### src/rtl/common.sv
// Shared types for the RV32 front end and pipeline bundles.
// Carries the branch predictor type codes and history snapshot.
package common;

    typedef enum logic [1:0] {
        COND = 2'd0,
        JUMP = 2'd1,
        CALL = 2'd2,
        RET  = 2'd3
    } btb_type_e;

    localparam int BPU_GHR_W    = 8;
    localparam int BPU_RAS_PTR_W = 2;

    typedef struct packed {
        logic [BPU_RAS_PTR_W-1:0] ras_ptr;
        logic [BPU_GHR_W-1:0]     ghr;
    } bpu_meta_t;

    typedef struct packed {
        logic [31:0] pc;
        logic [31:0] instr;
        bpu_meta_t   bpu_meta;
    } id_ex_type;

    typedef struct packed {
        logic [31:0] pc;
        logic [31:0] alu_result;
        bpu_meta_t   bpu_meta;
    } ex_mem_type;

endpackage

### src/rtl/return_addr_stack.sv
// Circular return-address stack with pointer restore.
// Restore replaces the pointer before any same-cycle push or pop.
module return_addr_stack #(
    parameter int PC_W  = 32,
    parameter int DEPTH = 4,
    localparam int PTR_W = $clog2(DEPTH)
) (
    input  logic             clk,
    input  logic             reset_n,
    input  logic             push,
    input  logic             pop,
    input  logic [PC_W-1:0]  push_addr,
    input  logic             restore,
    input  logic [PTR_W-1:0] restore_ptr,
    output logic [PC_W-1:0]  top,
    output logic [PTR_W-1:0] ptr,
    output logic             empty
);

    localparam logic [PTR_W:0] FULL = (PTR_W+1)'(DEPTH);
    localparam logic [PTR_W:0] ONE  = (PTR_W+1)'(1);

    logic [PC_W-1:0]  mem [DEPTH];
    logic [PTR_W-1:0] ptr_q;
    logic [PTR_W:0]   count_q;
    logic [PTR_W-1:0] base;
    logic [PTR_W-1:0] top_idx;

    assign base    = restore ? restore_ptr : ptr_q;
    assign top_idx = ptr_q - PTR_W'(1);
    assign top     = mem[top_idx];
    assign ptr     = ptr_q;
    assign empty   = (count_q == '0);

    // Count is not carried in the snapshot, so a restore keeps it.
    always_ff @(posedge clk) begin
        if (!reset_n) begin
            ptr_q   <= '0;
            count_q <= '0;
        end else if (push) begin
            ptr_q <= base + PTR_W'(1);
            if (count_q != FULL)
                count_q <= count_q + ONE;
        end else if (pop && !empty) begin
            ptr_q   <= base - PTR_W'(1);
            count_q <= count_q - ONE;
        end else if (restore) begin
            ptr_q <= restore_ptr;
        end
    end

    always_ff @(posedge clk) begin
        if (reset_n && push)
            mem[base] <= push_addr;
    end

endmodule

### src/rtl/branch_predict_unit.sv
// Front-end predictor: gshare PHT, direct-mapped BTB and RAS.
// Predicts from registered state; EX updates train and repair.
module branch_predict_unit
    import common::*;
#(
    parameter int         PC_W        = 32,
    parameter int         GHR_W       = 8,
    parameter int         BTB_ENTRIES = 16,
    parameter int         RAS_DEPTH   = 4,
    parameter logic [1:0] CNT_INIT    = 2'b01,
    localparam int        META_W      = GHR_W + $clog2(RAS_DEPTH)
) (
    input  logic              clk,
    input  logic              reset_n,
    input  logic              fetch_valid,
    input  logic [PC_W-1:0]   fetch_pc,
    output logic              pred_taken,
    output logic [PC_W-1:0]   pred_target,
    output logic [META_W-1:0] pred_meta,
    input  logic              upd_valid,
    input  logic [PC_W-1:0]   upd_pc,
    input  btb_type_e         upd_type,
    input  logic              upd_short,
    input  logic              upd_taken,
    input  logic [PC_W-1:0]   upd_target,
    input  logic              upd_mispredict,
    input  logic [META_W-1:0] upd_meta
);

    localparam int BI    = $clog2(BTB_ENTRIES);
    localparam int TAG_W = PC_W - BI - 1;
    localparam int RP_W  = $clog2(RAS_DEPTH);
    localparam int PHT_N = 2 ** GHR_W;

    logic [GHR_W-1:0] ghr;
    logic [1:0]       pht [PHT_N];

    logic             btb_valid  [BTB_ENTRIES];
    logic [TAG_W-1:0] btb_tag    [BTB_ENTRIES];
    logic [PC_W-1:0]  btb_target [BTB_ENTRIES];
    btb_type_e        btb_type   [BTB_ENTRIES];
    logic             btb_short  [BTB_ENTRIES];

    logic [BI-1:0]    f_bi;
    logic [TAG_W-1:0] f_tag;
    logic [GHR_W-1:0] f_pi;
    logic             f_hit;
    btb_type_e        f_type;
    logic [PC_W-1:0]  f_link;

    logic [BI-1:0]    u_bi;
    logic [TAG_W-1:0] u_tag;
    logic [GHR_W-1:0] u_ghr;
    logic [RP_W-1:0]  u_ptr;
    logic [GHR_W-1:0] u_pi;
    logic [PC_W-1:0]  u_link;
    logic             repair;

    logic             ras_push;
    logic             ras_pop;
    logic             ras_restore;
    logic [PC_W-1:0]  ras_addr;
    logic [PC_W-1:0]  ras_top;
    logic [RP_W-1:0]  ras_ptr;
    logic             ras_empty;

    logic             unused_bits;

    assign unused_bits = ^{fetch_pc[0], upd_pc[0]};

    assign f_bi   = fetch_pc[BI:1];
    assign f_tag  = fetch_pc[PC_W-1:BI+1];
    assign f_pi   = fetch_pc[GHR_W:1] ^ ghr;
    assign f_hit  = btb_valid[f_bi] && (btb_tag[f_bi] == f_tag);
    assign f_type = btb_type[f_bi];
    assign f_link = fetch_pc + (btb_short[f_bi] ? PC_W'(2) : PC_W'(4));

    assign u_bi   = upd_pc[BI:1];
    assign u_tag  = upd_pc[PC_W-1:BI+1];
    assign u_ghr  = upd_meta[GHR_W-1:0];
    assign u_ptr  = upd_meta[META_W-1:GHR_W];
    assign u_pi   = upd_pc[GHR_W:1] ^ u_ghr;
    assign u_link = upd_pc + (upd_short ? PC_W'(2) : PC_W'(4));
    assign repair = upd_valid && upd_mispredict;

    assign pred_meta = {ras_ptr, ghr};

    always_comb begin
        pred_taken  = 1'b0;
        pred_target = '0;
        if (f_hit) begin
            pred_target = btb_target[f_bi];
            unique case (f_type)
                COND: pred_taken = pht[f_pi][1];
                JUMP,
                CALL: pred_taken = 1'b1;
                RET: begin
                    pred_taken = 1'b1;
                    if (!ras_empty)
                        pred_target = ras_top;
                end
            endcase
        end
    end

    // Repair replays the resolving instruction's own push/pop.
    always_comb begin
        ras_push    = 1'b0;
        ras_pop     = 1'b0;
        ras_restore = 1'b0;
        ras_addr    = f_link;
        if (repair) begin
            ras_restore = 1'b1;
            ras_push    = (upd_type == CALL);
            ras_pop     = (upd_type == RET);
            ras_addr    = u_link;
        end else if (fetch_valid && f_hit) begin
            ras_push = (f_type == CALL);
            ras_pop  = (f_type == RET) && !ras_empty;
        end
    end

    return_addr_stack #(
        .PC_W  (PC_W),
        .DEPTH (RAS_DEPTH)
    ) u_ras (
        .clk         (clk),
        .reset_n     (reset_n),
        .push        (ras_push),
        .pop         (ras_pop),
        .push_addr   (ras_addr),
        .restore     (ras_restore),
        .restore_ptr (u_ptr),
        .top         (ras_top),
        .ptr         (ras_ptr),
        .empty       (ras_empty)
    );

    always_ff @(posedge clk) begin
        if (!reset_n)
            ghr <= '0;
        else if (repair)
            ghr <= (upd_type == COND) ?
                   {u_ghr[GHR_W-2:0], upd_taken} : u_ghr;
        else if (fetch_valid && f_hit && f_type == COND)
            ghr <= {ghr[GHR_W-2:0], pred_taken};
    end

    always_ff @(posedge clk) begin
        if (!reset_n) begin
            for (int i = 0; i < PHT_N; i++)
                pht[i] <= CNT_INIT;
        end else if (upd_valid && upd_type == COND) begin
            if (upd_taken && pht[u_pi] != 2'b11)
                pht[u_pi] <= pht[u_pi] + 2'd1;
            else if (!upd_taken && pht[u_pi] != 2'b00)
                pht[u_pi] <= pht[u_pi] - 2'd1;
        end
    end

    always_ff @(posedge clk) begin
        if (!reset_n) begin
            for (int i = 0; i < BTB_ENTRIES; i++)
                btb_valid[i] <= 1'b0;
        end else if (upd_valid && upd_taken) begin
            btb_valid[u_bi] <= 1'b1;
        end
    end

    always_ff @(posedge clk) begin
        if (reset_n && upd_valid && upd_taken) begin
            btb_tag[u_bi]    <= u_tag;
            btb_target[u_bi] <= upd_target;
            btb_type[u_bi]   <= upd_type;
            btb_short[u_bi]  <= upd_short;
        end
    end

endmodule

### config.mk
export PLATFORM = sky130hd
export DESIGN_NAME = branch_predict_unit
export DESIGN_NICKNAME = d
export VERILOG_FILES = /design/src/rtl/common.sv /design/src/rtl/return_addr_stack.sv /design/src/rtl/branch_predict_unit.sv
export SDC_FILE = /design/constraint.sdc
export NUM_CORES = 2
export LEC_CHECK = 0
export BUFFER_PORTS_ARGS = -buffer_cell sky130_fd_sc_hd__buf_2
export CAP_MARGIN = 0
export CORE_MARGIN = 10
export CORE_UTILIZATION = 30
export DETAILED_ROUTE_END_ITERATION = 8
export MAX_ROUTING_LAYER = met4
export SYNTH_ARGS = -nofsm -noshare
export SYNTH_HDL_FRONTEND = slang
export SYNTH_SLANG_ARGS = --single-unit
### constraint.sdc
create_clock -name clk -period 8.9 [get_ports clk]
set_input_delay 0.445 -clock clk [delete_from_list [all_inputs] [get_ports clk]]
set_output_delay 0.445 -clock clk [all_outputs]
set_load 0.02 [all_outputs]
==> results.md <==
- CP Capture Point: pht[240][0]
- Power density over cell area: 208 nW/um2
- Synth top area share: 66.9%
- Vias: 43.5k
- Root Buffer: clkbuf_16
- Period minus WS final: 6.36 ns
- Lkg Pwr: 25.2 nW
- Share of the yosys chip area belonging to registers: 67.7%
- PortBufs: 157
- CTS clock-pin slew for the worst setup and hold paths: 0.06 ns
- Post-synth top flop: edfxtp_1
- WP buf/inv: 3
- Fin crit share: 71.5%
- Final hold vios: 0
- Skew-Pair Late Insertion Delay: 0.86 ns
- PnR Total Power: 17.4 mW
- Grt ovf: 0
- Worst slew margin: 6.77%
- Total GRT Usage: 17.1%
- R2r startpoint: pht[152][1]
- Synth top area cells: edfxtp_1, mux4_2, o21ai_0
- Cell count of the worst reg-to-reg path: 10
- First drt pass iteration count: 6
- # IOs: 158
- Vias in the first global route: 43.4k
- Worst r2r dst: pht[240][0]
- Num CTS Buffers: 177
- CP startpoint kind: input port
- Row count: 181
- Die Area: 264000 um2
- RD Place Congestion: 0.901
- First-pass GRT wire length: 323 mm
- Critical path depth: 13
- Hold Path Class: in2reg
- Ys Warns: 0
- Initial Utilization: 30.1%
- RSZ-0062 raised after global routing: false
- Routed Antenna Nets: 0
- HP Start: reset_n
- H-tree levels: 4
- Clock buffer depth: 3
- Fmax: 0.157 GHz
- Yosys top cell by area: edfxtp_1
- Width of the die: 514 um
- Post-synth EDFFs: 1632
- Syn avg cell area: 16.7 um2
- WS Path Type: in2reg
- Crit-path cells: buf_2, xor2_4, buf_4, mux4_2, o22ai_1, o21ai_0, nand4_1, or2_2, a21o_1, a22oi_2, buf_4, nand3_1, o21ai_0
- DR WL/cell: 28.8 um
- Max Clock Skew: 0.0752 ns
- Drt total wl: 228 mm
- Cells after Synth: 4395
- Slowest-stage cell, CP: nand3_1
- DRT iter0 DRCs: 6410
- # Max-Cap Violations: 0
- Final setup TNS: 0 ns
- Max VDD drop: 0.159 mV
- Syn Nets: 4521
- Ratio of cells with drive above 1 in the final layout: 23.3%
- Worst Path Max Fanout: 46
- Yosys cell types: 80
- Worst-Margin Slew: 1.39 ns
- Endpoints failing setup: 0
- # fillers: 23.0k
- Largest net degree at the start of global routing: 134
- Placed cells: 7506
- Via-to-Cell Ratio: 5.51
- Post-Layout Cell Count: 7897
- Family with the most delay on the worst path: compound AO/OA/AOI/OAI gates
- Largest stage delay, worst path: 1.17 ns
- Max-slew violation count: 0
- Area Growth Syn to Fin: 14.1%
- Cell area after synthesis: 73300 um2
- Clock sink count: 1661
- HPWL after detailed placement: 138 mm
- #FFs+latches synth: 1661
- Outcome: complete, no violations
- CP arrival: 6.82 ns
- CP Data Required Time: 9.36 ns
- CTS tree: yes
- Initial antenna violation count: 22
- CP startpoint: upd_pc[1]
- Number of nets in the layout: 4666
- Core Region: 243000 um2
- Die Height: 514 um
- R2r setup slk: 3.36 ns
- Ys async rst share: 0%
- Crit path capture type: register
- DRC errors left: 0
[logic make-up (layout without fill, tap and decap cells)]
| group | after synthesis | in the layout | share of synthesized area, % |
|---|---|---|---|
| AND/OR/NAND/NOR | 1032 | 1032 | 6.31 |
| adder cells (fa/ha/maj) | 11 | 11 | 0.208 |
| buffers and inverters | 374 | 661 | 2.55 |
| other | 0 | 13 | 0 |
| AO/OA/AOI/OAI | 554 | 554 | 4.37 |
| XOR/XNOR | 103 | 103 | 1.27 |
| multiplexers | 660 | 660 | 17.6 |
| flip-flops | 1661 | 1661 | 67.7 |
[repair_timing]
item,4_1_cts,5_1_grt
hold buffers,56,0
endpoints found under the hold margin,777,0
gates resized for setup,0,0
buffers inserted,0,0
[power by group]
group,internal [mW],switching (mW)
clock,3.96,3.18
sequential,8.67,0.0426
combinational,0.540,1.01
total,13.2,4.23
[metal layers]
layer	wire length [um]	GRT usage, %	part of all wire, %
met5	0	-	0
met4	8320	5.66	3.7
met2	111000	27.7	49
met1	86900	21.7	38
met3	21800	3.50	9.6
[stage by stage]
| step | setup slack (ns) | util [%] | hold WS (ns) | instance area, um2 |
|---|---|---|---|---|
| after floorplan | 2.87 | - | 0.421 | 73300 |
| after global placement | 2.11 | 31.8 | 0.428 | 77400 |
| after detailed placement | 2.02 | 31.8 | 0.438 | 77400 |
| after CTS | 2.90 | 34.4 | 0.0103 | 83600 |
| after global routing | 2.43 | 34.4 | 0.0426 | 83600 |
| final | 2.54 | 34.4 | 0.0675 | 83600 |
[worst min-delay path by stage]
stage	to	slack (ns)	cells past startpoint
finish	pht[249][1]	0.07	2
global route	pht[229][1]	0.04	2
CTS	btb_tag[9][14]	0.01	1
detailed placement	btb_valid[15]	0.44	1
global placement	btb_valid[9]	0.43	1
floorplan	btb_valid[10]	0.42	1
[sequential cells by signal, indices dropped and copies added, names as in the netlist]
signal / flops
pht: 512
u_ras.ptr: 2
btb_target: 512
ghr: 8
u_ras.mem: 128
btb_type: 32
btb_valid: 16
u_ras.count_q: 3
btb_short: 16
btb_tag: 432
[area by class of cell]
cell class,instances,area (um2),share of cell area [%]
flip-flops and latches,1661,49600,59.3
repair buffers,316,2210,2.65
clock buffers,217,4580,5.48
well taps,3202,4010,4.79
inverters,24,92.6,0.111
multi-input cells,2360,22100,26.4
diodes,13,32.5,0.0389
clock inverters,104,1040,1.24
[worst register-to-register path: stages, from the launching register on]
cell and delay [ns]:
edfxtp_1 0.36, mux4_2 0.25, o22ai_1 0.09, o21ai_0 0.69, nand4_1 0.35, nor4_1 0.55, nor2_1 0.10, a22oi_2 0.22
buf_4 0.57, nand3_1 1.18, o21ai_0 0.78
[cell usage in the layout, fill, tap and decap left out, types with 7 or more instances in the layout]
| cell type | synthesis | routed |
|---|---|---|
| edfxtp_1 | 1632 | 1632 |
| mux4_2 | 501 | 501 |
| nand2_1 | 384 | 382 |
| nor2_1 | 392 | 375 |
| o21ai_0 | 315 | 315 |
| clkbuf_16 | 0 | 177 |
| buf_2 | 73 | 153 |
| mux2i_1 | 135 | 135 |
| buf_4 | 26 | 98 |
| nand4_1 | 84 | 84 |
| o22ai_1 | 70 | 70 |
| xnor2_1 | 57 | 56 |
| dlygate4sd3_1 | 0 | 56 |
| xor2_1 | 44 | 41 |
| a21oi_1 | 41 | 41 |
| clkinv_1 | 2 | 41 |
| clkbuf_1 | 181 | 40 |
| nand3_1 | 39 | 39 |
| clkinv_2 | 0 | 31 |
| and3_1 | 35 | 28 |
| dfxtp_1 | 29 | 27 |
| inv_1 | 22 | 22 |
| mux2_2 | 22 | 22 |
| a22oi_1 | 20 | 20 |
| a21o_1 | 20 | 20 |
| nor3_1 | 24 | 19 |
| o21ai_1 | 19 | 19 |
| nor2b_1 | 15 | 15 |
| diode_2 | 0 | 13 |
| nor2_4 | 0 | 13 |
| a22o_1 | 10 | 10 |
| clkinv_16 | 0 | 10 |
| a221oi_1 | 9 | 9 |
| ha_1 | 9 | 9 |
| bufinv_16 | 0 | 9 |
| nand2b_1 | 8 | 8 |
| nand3_4 | 8 | 8 |
| o211ai_1 | 7 | 7 |
| and3_2 | 0 | 7 |
[synth_stat cells, types with 7 or more instances]
cell type / n
dfxtp_1: 29
and3_1: 35
nand3_1: 39
nor2_1: 392
edfxtp_1: 1632
nand4_1: 84
xnor2_1: 57
nor3_1: 24
mux2i_1: 135
buf_1: 30
a221oi_1: 9
clkbuf_1: 181
inv_1: 22
mux4_2: 501
o21ai_0: 315
xor2_1: 44
nand2b_1: 8
a22oi_1: 20
clkbuf_2: 12
nor2b_1: 15
buf_2: 73
mux2_2: 22
o22ai_1: 70
ha_1: 9
nand3_4: 8
nand2_1: 384
a21oi_1: 41
buf_4: 26
o211ai_1: 7
a21o_1: 20
buf_6: 19
a22o_1: 10
o21ai_1: 19
(Power assumes the default switching activity.)
